File: src/rtl/stopwatch_counter.sv
// BCD minutes:seconds core for the lab3 stopwatch: counts on the 1 Hz tick,
// supports run/pause, and adjusts a selected field on the 2 Hz tick.
module stopwatch_counter #(
  parameter int unsigned MAX_VAL = 59
) (
  input  logic       clk,
  input  logic       rst,
  input  logic       counter_tick,
  input  logic       adj_tick,
  input  logic       pause_pulse,
  input  logic       adj,
  input  logic       sel,
  output logic [3:0] min_tens,
  output logic [3:0] min_ones,
  output logic [3:0] sec_tens,
  output logic [3:0] sec_ones,
  output logic       paused,
  output logic       wrap,
  output logic [1:0] fsm_state
);

  localparam logic [3:0] MAX_T = 4'(MAX_VAL / 10);
  localparam logic [3:0] MAX_O = 4'(MAX_VAL % 10);

  // Encoding is {adjust, hold}; pause and adjust are orthogonal bits.
  typedef enum logic [1:0] {
    RUN         = 2'b00,
    HOLD        = 2'b01,
    ADJUST_RUN  = 2'b10,
    ADJUST_HOLD = 2'b11
  } state_t;

  state_t state;
  state_t state_next;

  logic count_en;
  logic adjust_en;
  logic sec_max;
  logic min_max;

  function automatic logic [7:0] field_inc(input logic [3:0] t, input logic [3:0] o);
    logic [7:0] r;
    if (t == MAX_T && o == MAX_O) r = 8'h00;
    else if (o == 4'd9)           r = {t + 4'd1, 4'd0};
    else                          r = {t, o + 4'd1};
    return r;
  endfunction

  // The adj level takes effect in the same cycle it rises, so a coincident
  // counter_tick is suppressed and an adj_tick already adjusts.
  always_comb begin
    count_en   = counter_tick && (state == RUN) && !adj;
    adjust_en  = adj_tick && (adj || state[1]);
    sec_max    = (sec_tens == MAX_T) && (sec_ones == MAX_O);
    min_max    = (min_tens == MAX_T) && (min_ones == MAX_O);
    state_next = state_t'({adj, state[0] ^ pause_pulse});
  end

  always_ff @(posedge clk or negedge rst) begin
    if (!rst) begin
      state    <= RUN;
      paused   <= 1'b0;
      wrap     <= 1'b0;
      min_tens <= 4'd0;
      min_ones <= 4'd0;
      sec_tens <= 4'd0;
      sec_ones <= 4'd0;
    end else begin
      state  <= state_next;
      paused <= state_next[0];
      wrap   <= count_en && sec_max && min_max;
      if (adjust_en) begin
        if (sel) {sec_tens, sec_ones} <= field_inc(sec_tens, sec_ones);
        else     {min_tens, min_ones} <= field_inc(min_tens, min_ones);
      end else if (count_en) begin
        {sec_tens, sec_ones} <= field_inc(sec_tens, sec_ones);
        if (sec_max) {min_tens, min_ones} <= field_inc(min_tens, min_ones);
      end
    end
  end

  assign fsm_state = state;

endmodule

File: config.mk
export PLATFORM = sky130hd
export DESIGN_NAME = stopwatch_counter
export DESIGN_NICKNAME = d
export VERILOG_FILES = /design/src/rtl/stopwatch_counter.sv
export SDC_FILE = /design/constraint.sdc
export NUM_CORES = 1
export LEC_CHECK = 0
export ABC_AREA = 0
export BUFFER_PORTS_ARGS = -buffer_cell sky130_fd_sc_hd__buf_2
export CAP_MARGIN = 40
export CORE_MARGIN = 8
export CORE_UTILIZATION = 32
export CTS_BUF_LIST = sky130_fd_sc_hd__clkbuf_8 sky130_fd_sc_hd__clkbuf_16
export DETAILED_ROUTE_END_ITERATION = 10
export PLACE_DENSITY = 0.52
export SYNTH_ARGS = -nofsm -noshare
export SYNTH_HDL_FRONTEND = slang
export SYNTH_SLANG_ARGS = --single-unit
export TNS_END_PERCENT = 20
File: constraint.sdc
create_clock -name clk -period 4.2 [get_ports clk]
set_input_delay 0.63 -clock clk [delete_from_list [all_inputs] [get_ports clk]]
set_output_delay 0.63 -clock clk [all_outputs]
set_load 0.01 [all_outputs]
; Yosys cells after proc, flatten, opt, wreduce, memory -nomap -nowiden
; Index checks and enable logic that the tools add are counted.
; Widths: inputs -> output; s select.
[op_classes]
n_addsub = 4
n_eq_ne = 6
n_mux = 18
bitwise = 1
reduce_logical = 14
[ops]
columns = op, n
row1 = $mux 4, 14
row2 = $mux 8, 4
row3 = $add 4x1->4 const B, 4
row4 = $eq 4x3->1 const B, 2
row5 = $eq 4x4->1 const B, 2
row6 = $logic_and 1x1->1, 7
row7 = $ne 2x2->1 const B, 2
row8 = $reduce_bool 2->1, 2
row9 = $reduce_and 3->1, 1
row10 = $logic_not 2->1, 1
row11 = $reduce_and 2->1, 1
row12 = $logic_not 1->1, 1
row13 = $logic_or 1x1->1, 1
row14 = $xor 1x1->1, 1
[totals]
reg_bits = 20
input_bits = 7
output_inout_bits = 20
elab_cells = 50

; Longest topological paths before layout
; Gate-level depths: netlist of the first run.
[logic_depth]
depth_word = 6
mapped_depth = 7
ltp_nobuf = 6

; Worst setup path after synthesis of the first run
; OpenSTA, ideal clock, no wires.
[synth_path]
path_type = input port to flip-flop
start = input adj
end = register sec_tens[3]
arrival_time_ns = 1.778
required_time_ns = 4.072
slack_ns = 2.294
path_stages = 4
path_buffers = 0
path_cell_list = or4b_4 -> a21oi_4 -> nand4_1 -> mux2_1
[synth_between]
elab_chain_cells = 4
[synth_rtl]
columns = item, line
row1 = from (decl), 11  ; input logic adj,
row2 = $logic_or 1x1->1 / $logic_not 1->1 (equally long branches), "53, 52"
row3 = $logic_and 1x1->1 (on tied branches), "53, 52"
row4 = $ne 2x2->1 (no source line) / $reduce_bool 2->1 (equally long branches), -
row5 = $reduce_and 2->1 (no source line), -
row6 = to (signal assigned), 73  ; if (sel) {sec_tens, sec_ones} <= field_inc(sec_tens, sec_ones);
row7 = to (signal assigned), 76  ; {sec_tens, sec_ones} <= field_inc(sec_tens, sec_ones);
row8 = to (decl), 15  ; output logic [3:0] sec_tens,
; Several ways; a longest one is shown, not always the timed one.
; A chain may end at the register's enable or synchronous reset.

; Worst setup path in the final report of the first run
[layout_path]
start = register sec_ones[0]
end = register min_tens[1]
[layout_between]
elab_chain_cells = 4
[layout_rtl]
columns = item, line
row1 = from (decl), 16  ; output logic [3:0] sec_ones,
row2 = from (signal assigned), 73
row3 = from (signal assigned), 76
row4 = $eq 4x4->1, 54  ; sec_max = (sec_tens == MAX_T) && (sec_ones == MAX_O);
row5 = $logic_and 1x1->1, 54
row6 = $reduce_bool 2->1 (no source line), -
row7 = $reduce_and 3->1 (no source line), -
row8 = to (signal assigned), 74  ; else {min_tens, min_ones} <= field_inc(min_tens, min_ones);
row9 = to (signal assigned), 77  ; if (sec_max) {min_tens, min_ones} <= field_inc(min_tens, min_ones);
row10 = to (decl), 13  ; output logic [3:0] min_tens,
; No other way between the ends.

==> results of run 1 <==
-- final timing paths --
check,start,to,slack (ns),depth (start not counted)
hold / removal,rst,min_tens[0]$_DFFE_PN0P_,0.31,1
max in group asynchronous,rst,min_ones[0]$_DFFE_PN0P_,3.58,1
hold reg to reg,fsm_state[0]$_DFF_PN0_,fsm_state[0]$_DFF_PN0_,0.54,1
min in group clk,adj,fsm_state[1]$_DFF_PN0_,0.53,1
setup reg to reg,sec_ones[0]$_DFFE_PN0P_,min_tens[1]$_DFFE_PN0P_,2.33,5
setup / recovery,sec_ones[0]$_DFFE_PN0P_,min_tens[1]$_DFFE_PN0P_,2.33,5
-- sequential cells by signal, indices dropped and copies added (netlist names) --
name,count
fsm_state,2
min_ones,4
min_tens,4
sec_ones,4
sec_tens,4
wrap,1
-- power breakdown --
group	total (W)	switching, W	internal [W]
Sequential	0.000341	0.0000907	0.000250
Clock	0.000128	0.0000625	0.0000651
Combinational	0.000324	0.000167	0.000157
-- cell usage in the layout, fill, tap and decap left out, types with 2 or more instances in the layout --
master	n
nor2_1	13
o22ai_1	2
a21oi_1	3
inv_1	6
a22o_1	2
ha_1	8
nor2b_1	2
o21ai_0	8
buf_2	26
dfrtp_1	19
nand3_1	4
and3b_1	3
and3_1	2
clkbuf_8	3
mux2_2	7
nand2_1	9
-- critical path, cell delays in order, from the launching register on --
cell and delay (ns):
dfrtp_1 0.44, ha_1 0.23, and3b_1 0.22, and3_1 0.24, o21ai_1 0.26, mux2_2 0.36
-- area by class of cell --
class                   instances  area [sq um]  area share (%)
flip-flops and latches         19           475            37.3
inverters                       5          18.8            1.47
clock inverters                 1          3.75           0.294
repair buffers                 26           130            10.2
well taps                      46          57.6            4.51
multi-input cells              78           549            43.0
clock buffers                   3          41.3            3.24
-- layer usage --
| metal | routed length [microns] | GRT usage, % |
|---|---|---|
| met5 | 0 | 0 |
| met4 | 44 | 4.66 |
| met3 | 118 | 2.73 |
| met2 | 1120 | 14.8 |
| met1 | 1020 | 10.9 |
-- kinds of logic after synthesis --
kind of cell | synth area share (%)
xor gates and xnor gates | 0.831
muxes | 8.54
DFF | 45.1
AOI/OAI and AO/OA | 12.3
and+or+nand+nor | 20.9
buffers and inverters | 2.85
adders and majority gates | 9.49
-- per-stage QoR --
stage / setup WS, ns / hold slack [ns] / instance area [sq um] / total power [W]
after global placement: 2.10 / 0.529 / 1230 / 0.000664
final: 2.33 / 0.310 / 1280 / 0.000792
after detailed placement: 2.08 / 0.541 / 1230 / 0.000673
after CTS: 2.31 / 0.322 / 1280 / 0.000808
after floorplan: 2.29 / 0.334 / 1050 / 0.000548
after global routing: 2.21 / 0.348 / 1280 / 0.000871
==> metrics.md, run 1 <==
| Metric | Value |
|---|---|
| Ant. Diodes | 0 |
| Post-synth ARST share | 100% |
| Static Leak | 0.637 nW |
| Slew @ Worst Pin | 0.448 ns |
| Fill cells | 346 |
| Cells after synthesis | 104 |
| Clock tree sinks | 19 |
| Crit. End Element | register |
| Slew headroom | 70.1% |
| Die Span Y | 73.4 microns |
| Final setup viols | 0 |
| Starting Density | 32.4% |
| Post-synthesis area per instance | 10.1 sq um |
| Routed WL | 2300 microns |
| MaxCap Viol Count | 0 |
| Setup TNS | 0 ns |
| Final Util | 39.2% |
| Gr usage total | 9.22% |
| RePlAce Congestion | 0.787 |
| YS warnings | 0 |
| Syn nets | 119 |
| I/O Pins | 27 |
| Core ar. | 3260 sq um |
| Non-Filler Instances | 178 |
| Root Buffer | clkbuf_8 |
| Final worst path period share | 44.4% |
| Via count | 836 |
| Critical path data required time | 4.35 ns |
| Top-area cell type share of the netlist area | 45.1% |
| First-pass GRT wire length | 3920 microns |
| Max clock buf depth | 2 |
| Gates resized, CTS repair | 0 |
| Status | finished, final reports clean |
| Die footprint | 5390 sq um |
| Post-synth EDFFs | 0 |
| Most common cell in the synthesized netlist | dfrtp_1 |
| Fraction of layout cells with a size suffix above 1 | 29.5% |
| Sequential element share of the synthesized area | 45.1% |
| Top post-synthesis cells by area | dfrtp_1 (45%), ha_1 (9.5%), mux2_2 (7.5%) |
| Critical path launch point type | register |
| Mapped Area | 1050 sq um |
| Rows | 21 |
| Drt drc | 0 |
| CTS tree | yes |
| Final Max Slew Viols | 0 |
| Post-CTS Setup Bufs | 0 |
| Vias in the first global route | 854 |
| Clock Skew | 0.00459 ns |
| CP Max Fanout | 6 |
| RSZ-0062 raised after global routing | no |
| Placed insts | 174 |
| Fmax | 536 MHz |
| HP Class | in -> async |
| DRT Pass-1 Iters | 4 |
| Die span in x | 73.4 microns |
| Critical path arrival | 2.01 ns |
| Final Hold Viols | 0 |
| Detailed Place HPWL | 1730 microns |
| Antenna violations before repair | 0 |
| Post-synth top flop | dfrtp_1 |
| Largest net degree at the start of global routing | 20 |
| Iter 0 DRT Violations | 26 |
| Min Tclk post-route | 1.87 ns |
| Yosys top cell by area | dfrtp_1 |
| Cell variety after synth | 31 |
| Area growth syn-to-layout | 21.0% |
| Detail Route Antenna Nets | 0 |
| P per Cell Area | 621 nW/um^2 |
| Htree depth | 1 |
| Hold Buf Count CTS | 0 |
| Crit path kind | reg -> reg |
| Worst-path clk slew | 0.07 ns |
| Maximum VDD drop | 0.202 mV |
| Nets@finish | 148 |
| Wire per inst | 12.9 microns |
| Clk Latency, worst-skew pair | 0.26 ns |
| Avg Vias per Cell | 4.70 |
| Post-synth top cells | dfrtp_1 (19), nor2_1 (13), nand2_1 (9) |
| FF+latch count, synth | 19 |
| CTS Buf Count | 3 |
| GRT overflow | 0 |
| Port Buffers | 26 |
No activity file was read; power rests on OpenSTA's default activity.
==> run 2: changes to the inputs <==
==> constraint.sdc (replaced) <==
create_clock -name clk -period 1.9 [get_ports clk]
set_input_delay 0.285 -clock clk [delete_from_list [all_inputs] [get_ports clk]]
set_output_delay 0.285 -clock clk [all_outputs]
set_load 0.01 [all_outputs]
==> run 2 against run 1 <==
Against the previous run:
- first-iteration DRC count rose to 2.7 times the previous value
- global-route usage is 0.15 points higher
- sequential share of layout area fell by 1.4 points
- combinational power rose to 2.6 times the previous value
- critical path type unchanged
==> metrics.md, run 2 (synthesis results as in run 1) <==
| Metric | Value |
|---|---|
| Depth of the worst register-to-register path | 6 (was 5) |
| Most used cells in the layout excluding fill and tap cells | buf_2 (26), dfrtp_1 (19), nor2_1 (13) (unchanged) |
| CP startpoint | sec_ones[1]$_DFFE_PN0P_ (was sec_ones[0]$_DFFE_PN0P_) |
| Power Total | 0.00182 W (was 0.000792 W) |
| HP Class | in -> reg (was in -> async) |
| Port Buffers | 26 (unchanged) |
| Commonest non-fill, non-tap cell in the layout | buf_2 (unchanged) |
| Die Span Y | 73.4 microns (unchanged) |
| CTS tree | yes (unchanged) |
| I/O Pins | 27 (unchanged) |
| P per Cell Area | 1370 nW/um^2 (was 621 nW/um^2) |
| Crit path kind | reg -> reg (unchanged) |
| GRT overflow | 0 (unchanged) |
| Detail Route Antenna Nets | 0 (unchanged) |
| Post-CTS Setup Bufs | 0 (unchanged) |
| Htree depth | 1 (unchanged) |
| Area growth syn-to-layout | 25.9% (was 21.0%) |
| CP endpoint | min_tens[1]$_DFFE_PN0P_ (unchanged) |
| Vias in the first global route | 913 (was 854) |
| Critical path arrival | 1.92 ns (was 2.01 ns) |
| Drt drc | 0 (unchanged) |
| Routed WL | 2290 microns (was 2300 microns) |
| Iter 0 DRT Violations | 69 (was 26) |
| Detailed Place HPWL | 1840 microns (was 1730 microns) |
| Nets@finish | 153 (was 148) |
| Setup TNS | 0 ns (unchanged) |
| R2R setup slack | 0.12 ns (was 2.33 ns) |
| Rows | 21 (unchanged) |
| Antenna violations before repair | 0 (unchanged) |
| Die footprint | 5390 sq um (unchanged) |
| Final worst path period share | 93.5% (was 44.4%) |
| CTS Buf Count | 3 (unchanged) |
| Clock Skew | 0.00142 ns (was 0.00459 ns) |
| First-pass GRT wire length | 3960 microns (was 3920 microns) |
| Core ar. | 3260 sq um (unchanged) |
| Starting Density | 32.4% (unchanged) |
| MaxCap Viol Count | 0 (unchanged) |
| Final Max Slew Viols | 0 (unchanged) |
| CP Max Fanout | 6 (unchanged) |
| Final Hold Viols | 0 (unchanged) |
| Ant. Diodes | 0 (unchanged) |
| Fraction of layout cells with a size suffix above 1 | 33.6% (was 29.5%) |
| Critical path data required time | 2.04 ns (was 4.35 ns) |
| Slew headroom | 70.8% (was 70.1%) |
| Crit. End Element | register (unchanged) |
| Clk Latency, worst-skew pair | 0.25 ns (was 0.26 ns) |
| Fill cells | 361 (was 346) |
| Critical path launch point type | register (unchanged) |
| Slew @ Worst Pin | 0.436 ns (was 0.448 ns) |
| Gr usage total | 9.37% (was 9.22%) |
| Power Internal | 0.00110 W (was 0.000472 W) |
| Comb pwr share | 45.9% (was 40.9%) |
| Maximum VDD drop | 0.468 mV (was 0.202 mV) |
| Fmax | 563 MHz (was 536 MHz) |
| RePlAce Congestion | 0.775 (was 0.787) |
| Switching Share | 39.4% (was 40.4%) |
| Wire per inst | 12.5 microns (was 12.9 microns) |
| Worst R2R Start | sec_ones[1]$_DFFE_PN0P_ (was sec_ones[0]$_DFFE_PN0P_) |
| Sequential share of power | 38.7% (was 43.0%) |
| Sw power | 0.000717 W (was 0.000320 W) |
| Avg Vias per Cell | 4.84 (was 4.70) |
| Largest net degree at the start of global routing | 20 (unchanged) |
| Via count | 886 (was 836) |
| Clock tree sinks | 19 (unchanged) |
| Static Leak | 0.661 nW (was 0.637 nW) |
| DRT Pass-1 Iters | 4 (unchanged) |
| Root Buffer | clkbuf_8 (unchanged) |
| Worst-path clk slew | 0.07 ns (about the same) |
| Clock power share | 15.4% (was 16.1%) |
| Max clock buf depth | 2 (unchanged) |
| Die span in x | 73.4 microns (unchanged) |
| RSZ-0062 raised after global routing | no (unchanged) |
| Final setup viols | 0 (unchanged) |
| Status | finished, final reports clean (unchanged) |
| Min Tclk post-route | 1.78 ns (was 1.87 ns) |
| Reg-to-reg endpoint | min_tens[1]$_DFFE_PN0P_ (unchanged) |
run 2: through the flow:
stage / hold WS, ns / cell area, sq um / util [%] / std cells / setup slack, ns
2_1_floorplan: -0.0106 / 1050 / - / 104 / 0.142
3_3_place_gp: 0.259 / 1260 / 38.7 / 178 / 0.125
3_5_place_dp: 0.262 / 1260 / 38.7 / 178 / 0.0436
4_1_cts: 0.183 / 1320 / 40.4 / 183 / 0.0275
5_1_grt: 0.186 / 1330 / 40.7 / 183 / 0.0144
6_report: 0.199 / 1330 / 40.7 / 183 / 0.124
run 2: metal layers:
metal | routed length, microns | part of all wire, % | track usage [%]
met5 | 0 | 0 | 0
met1 | 976 | 43 | 9.83
met4 | 65 | 2.8 | 5.76
met2 | 1160 | 51 | 16.5
met3 | 83 | 3.6 | 2.18
run 2: area by class of cell:
type                            instances  area [sq um]  area share, %
Tap cell                               46          57.6           4.34
Inverter                                5          18.8           1.41
Timing Repair Buffer                   31           170           12.8
Clock buffer                            3          41.3           3.11
Clock inverter                          1          5.00          0.377
Sequential cell                        19           475           35.8
Multi-Input combinational cell         78           559           42.1
run 2: worst min-delay path by stage:
stage	slack (ns)	depth (start not counted)	endpoint	from
after floorplan	-0.01	0	fsm_state[0]$_DFF_PN0_	rst
after global placement	0.26	1	fsm_state[0]$_DFF_PN0_	rst
after global routing	0.19	1	fsm_state[1]$_DFF_PN0_	adj
final	0.20	2	fsm_state[0]$_DFF_PN0_	pause_pulse
after detailed placement	0.26	1	fsm_state[0]$_DFF_PN0_	rst
after CTS	0.18	1	fsm_state[1]$_DFF_PN0_	adj
run 2: power by group through the flow:
stage               Clock [W]  Sequential [W]  Combinational, W
floorplan                   0        0.000797          0.000415
global placement            0        0.000702          0.000838
detailed placement          0        0.000714          0.000846
CTS                  0.000295        0.000706          0.000853
global route         0.000307        0.000738          0.000940
finish               0.000280        0.000705          0.000836
run 2: worst max-delay path, stage by stage (launching register included):
cell and delay (ns):
dfrtp_1 0.38, inv_1 0.06, ha_1 0.18, and3b_1 0.22, and3_1 0.25, o21ai_2 0.21, mux2_2 0.36
run 2: repair_timing:
item,4_1_cts,5_1_grt
endpoints found under the hold margin,19,0
hold buffers,1,0
endpoints found under the setup margin,0,4
resized for setup,0,4
==> run 3: changes to the inputs <==
--- a/config.mk
+++ b/config.mk
@@ -8,11 +8,12 @@
 export ABC_AREA = 0
 export BUFFER_PORTS_ARGS = -buffer_cell sky130_fd_sc_hd__buf_2
 export CAP_MARGIN = 40
+export CORE_ASPECT_RATIO = 1.75
 export CORE_MARGIN = 8
 export CORE_UTILIZATION = 32
 export CTS_BUF_LIST = sky130_fd_sc_hd__clkbuf_8 sky130_fd_sc_hd__clkbuf_16
 export DETAILED_ROUTE_END_ITERATION = 10
-export PLACE_DENSITY = 0.52
+export PLACE_DENSITY = 0.54
 export SYNTH_ARGS = -nofsm -noshare
 export SYNTH_HDL_FRONTEND = slang
 export SYNTH_SLANG_ARGS = --single-unit
==> constraint.sdc (replaced) <==
create_clock -name clk -period 1.6 [get_ports clk]
set_input_delay 0.24 -clock clk [delete_from_list [all_inputs] [get_ports clk]]
set_output_delay 0.24 -clock clk [all_outputs]
set_load 0.01 [all_outputs]
==> run 3 against run 2 <==
Against the previous run:
- the flow now finishes with violations (negative setup slack)
- cell count is 5.5% higher
- power is 30% higher
- cell area is 11% higher
- critical endpoint is now sec_tens[3]$_DFFE_PN0P_
==> metrics.md, run 3 (synthesis results as in run 1) <==
| Metric | Value |
|---|---|
| Critical path arrival | 1.89 ns (was 1.92 ns) |
| Area of the multi-input gates | 614 sq um (was 559 sq um) |
| Via count | 918 (was 886) |
| Placed insts | 188 (was 178) |
| Power Total | 0.00236 W (was 0.00182 W) |
| Worst-path clk slew | 0.07 ns (about the same) |
| Fmax | 572 MHz (was 563 MHz) |
| CP bufs+invs | 0 (was 1) |
| Detailed Place HPWL | 2020 microns (was 1840 microns) |
| Switching Share | 39.2% (was 39.4%) |
| Fill cells | 316 (was 361) |
| Die Span Y | 92.0 microns (was 73.4 microns) |
| Root Buffer | clkbuf_8 (unchanged) |
| Wire per inst | 13.4 microns (was 12.5 microns) |
| Worst R2R Start | fsm_state[1]$_DFF_PN0_ (was sec_ones[1]$_DFFE_PN0P_) |
| Ant. Diodes | 0 (unchanged) |
| R2R setup slack | -0.15 ns (was 0.12 ns) |
| CP Max Fanout | 6 (unchanged) |
| Avg Vias per Cell | 4.76 (was 4.84) |
| P per Cell Area | 1600 nW/um^2 (was 1370 nW/um^2) |
| Core ar. | 3140 sq um (was 3260 sq um) |
| Htree depth | 1 (unchanged) |
| Clock power share | 13.9% (was 15.4%) |
| Fraction of layout cells with a size suffix above 1 | 46.0% (was 33.6%) |
| Vias in the first global route | 994 (was 913) |
| CTS tree | yes (unchanged) |
| Detail Route Antenna Nets | 0 (unchanged) |
| Cell at the slowest stage of the critical path | or4b_4 (was dfrtp_1) |
| Clk Latency, worst-skew pair | 0.25 ns (about the same) |
| Clock tree sinks | 19 (unchanged) |
| Stages on worst setup path | 4 (was 6) |
| Hold path cells | 1 (was 2) |
| Final Hold Viols | 0 (unchanged) |
| Routed WL | 2590 microns (was 2290 microns) |
| Rows | 27 (was 21) |
| Static Leak | 0.733 nW (was 0.661 nW) |
| Worst setup margin | -0.149 ns (was 0.124 ns) |
| First-pass GRT wire length | 4300 microns (was 3960 microns) |
| Failing checks | negative setup slack |
| Depth of the worst register-to-register path | 4 (was 6) |
| Die span in x | 59.4 microns (was 73.4 microns) |
| CP delay by family, top | simple AND/OR/NAND/NOR gates (unchanged) |
| Crit path kind | reg -> reg (unchanged) |
| Final setup viols | 4 (was 0) |
| Critical path launch point type | register (unchanged) |
| Maximum VDD drop | 0.957 mV (was 0.468 mV) |
| Slew headroom | 70.3% (was 70.8%) |
| Total area of sequential cells | 479 sq um (was 475 sq um) |
| Area growth syn-to-layout | 40.2% (was 25.9%) |
| Starting Density | 33.6% (was 32.4%) |
| Drt drc | 0 (unchanged) |
| Commonest non-fill, non-tap cell in the layout | buf_2 (unchanged) |
| Final worst path period share | 109% (was 93.5%) |
| Crit. End Element | register (unchanged) |
| Critical path data required time | 1.74 ns (was 2.04 ns) |
| Min Tclk post-route | 1.75 ns (was 1.78 ns) |
| Final Max Slew Viols | 0 (unchanged) |
| Setup TNS | -0.269 ns (was 0 ns) |
| Power Internal | 0.00144 W (was 0.00110 W) |
| Iter 0 DRT Violations | 7 (was 69) |
| DRT Pass-1 Iters | 4 (unchanged) |
| Sequential share of power | 35.6% (was 38.7%) |
| MaxCap Viol Count | 0 (unchanged) |
| RSZ-0062 raised after global routing | yes (was no) |
| Most used cells in the layout excluding fill and tap cells | buf_2 (26), buf_4 (17), dfrtp_1 (16) (was buf_2 (26), dfrtp_1 (19), nor2_1 (13)) |
| Clock Skew | 0.00233 ns (was 0.00142 ns) |
| Die footprint | 5460 sq um (was 5390 sq um) |
| CP endpoint | sec_tens[3]$_DFFE_PN0P_ (was min_tens[1]$_DFFE_PN0P_) |
| Gr usage total | 9.94% (was 9.37%) |
| Port Buffers | 26 (unchanged) |
| Sw power | 0.000925 W (was 0.000717 W) |
| Reg-to-reg endpoint | sec_tens[3]$_DFFE_PN0P_ (was min_tens[1]$_DFFE_PN0P_) |
| Status | complete, but fails checks (was finished, final reports clean) |
| Largest net degree at the start of global routing | 20 (unchanged) |
| Slew @ Worst Pin | 0.446 ns (was 0.436 ns) |
| I/O Pins | 27 (unchanged) |
| RePlAce Congestion | 0.829 (was 0.775) |
| Max clock buf depth | 2 (unchanged) |
| CTS Buf Count | 3 (unchanged) |
| Antenna violations before repair | 0 (unchanged) |
| HP Class | in -> reg (unchanged) |
| Non-Filler Instances | 193 (was 183) |
| GRT overflow | 0 (unchanged) |
| Max stage delay on crit path | 0.55 ns (was 0.38 ns) |
| Nets@finish | 166 (was 153) |
| CP startpoint | fsm_state[1]$_DFF_PN0_ (was sec_ones[1]$_DFFE_PN0P_) |
| Final Util | 47.1% (was 40.7%) |
| Critical path cell sequence | or4b_4 -> a21oi_4 -> nand4_1 -> mux2_1 (was inv_1 -> ha_1 -> and3b_1 -> and3_1 -> o21ai_2 -> mux2_2) |
| Comb pwr share | 50.5% (was 45.9%) |
## run 3: changes by cell type in the layout (fill, tap and decap cells not counted), sizes merged
cell    before  now
buf         30   43
inv          5    6
clkinv       1    0
## run 3: metrics by stage
stage	hold WS [ns]	worst slack [ns]	instance area [sq um]
after floorplan	-0.0556	-0.101	1060
after global placement	0.214	-0.0790	1360
after detailed placement	0.218	-0.131	1360
after CTS	0.123	-0.134	1430
after global routing	0.149	-0.205	1480
final	0.139	-0.149	1480
## run 3: per-layer routing
| metal | vias to the layer above | global-route usage (%) | routed length (microns) |
|---|---|---|---|
| met1 | 429 | 11.4 | 1100 |
| met5 | - | 0 | 0 |
| met3 | 4 | 2.52 | 150 |
| met4 | 0 | 3.61 | 22 |
| met2 | 26 | 16.8 | 1310 |
| li1 | 459 | - | - |
## run 3: how the worst min path moves through the flow
stage	slack, ns	to	from
floorplan	-0.06	fsm_state[0]$_DFF_PN0_	rst
global placement	0.21	min_tens[0]$_DFFE_PN0P_	rst
detailed placement	0.22	min_tens[1]$_DFFE_PN0P_	rst
CTS	0.12	fsm_state[1]$_DFF_PN0_	adj
global route	0.15	fsm_state[1]$_DFF_PN0_	adj
finish	0.14	fsm_state[1]$_DFF_PN0_	adj
## run 3: final cells by class
| type | instances | area share (%) |
|---|---|---|
| Clock inverter | 1 | 0.254 |
| Timing Repair Buffer | 44 | 18.1 |
| Clock buffer | 3 | 2.79 |
| Multi-Input combinational cell | 78 | 41.5 |
| Tap cell | 43 | 3.64 |
| Sequential cell | 19 | 32.4 |
| Inverter | 5 | 1.27 |
## run 3: what timing repair did
action / in CTS / in global routing
hold buffers: 1 / 0
pin swaps: 2 / 4
setup buffers: 0 / 0
endpoints found under the setup margin: 11 / 13
endpoints found under the hold margin: 19 / 0
gates resized for setup: 4 / 13
## run 3: power by group through the flow
stage / Sequential, W / Clock, W / Combinational [W]
after floorplan: 0.000954 / 0 / 0.000497
after global placement: 0.000826 / 0 / 0.00111
after detailed placement: 0.000839 / 0 / 0.00115
after CTS: 0.000830 / 0.000340 / 0.00116
after global routing: 0.000874 / 0.000359 / 0.00135
final: 0.000841 / 0.000328 / 0.00119
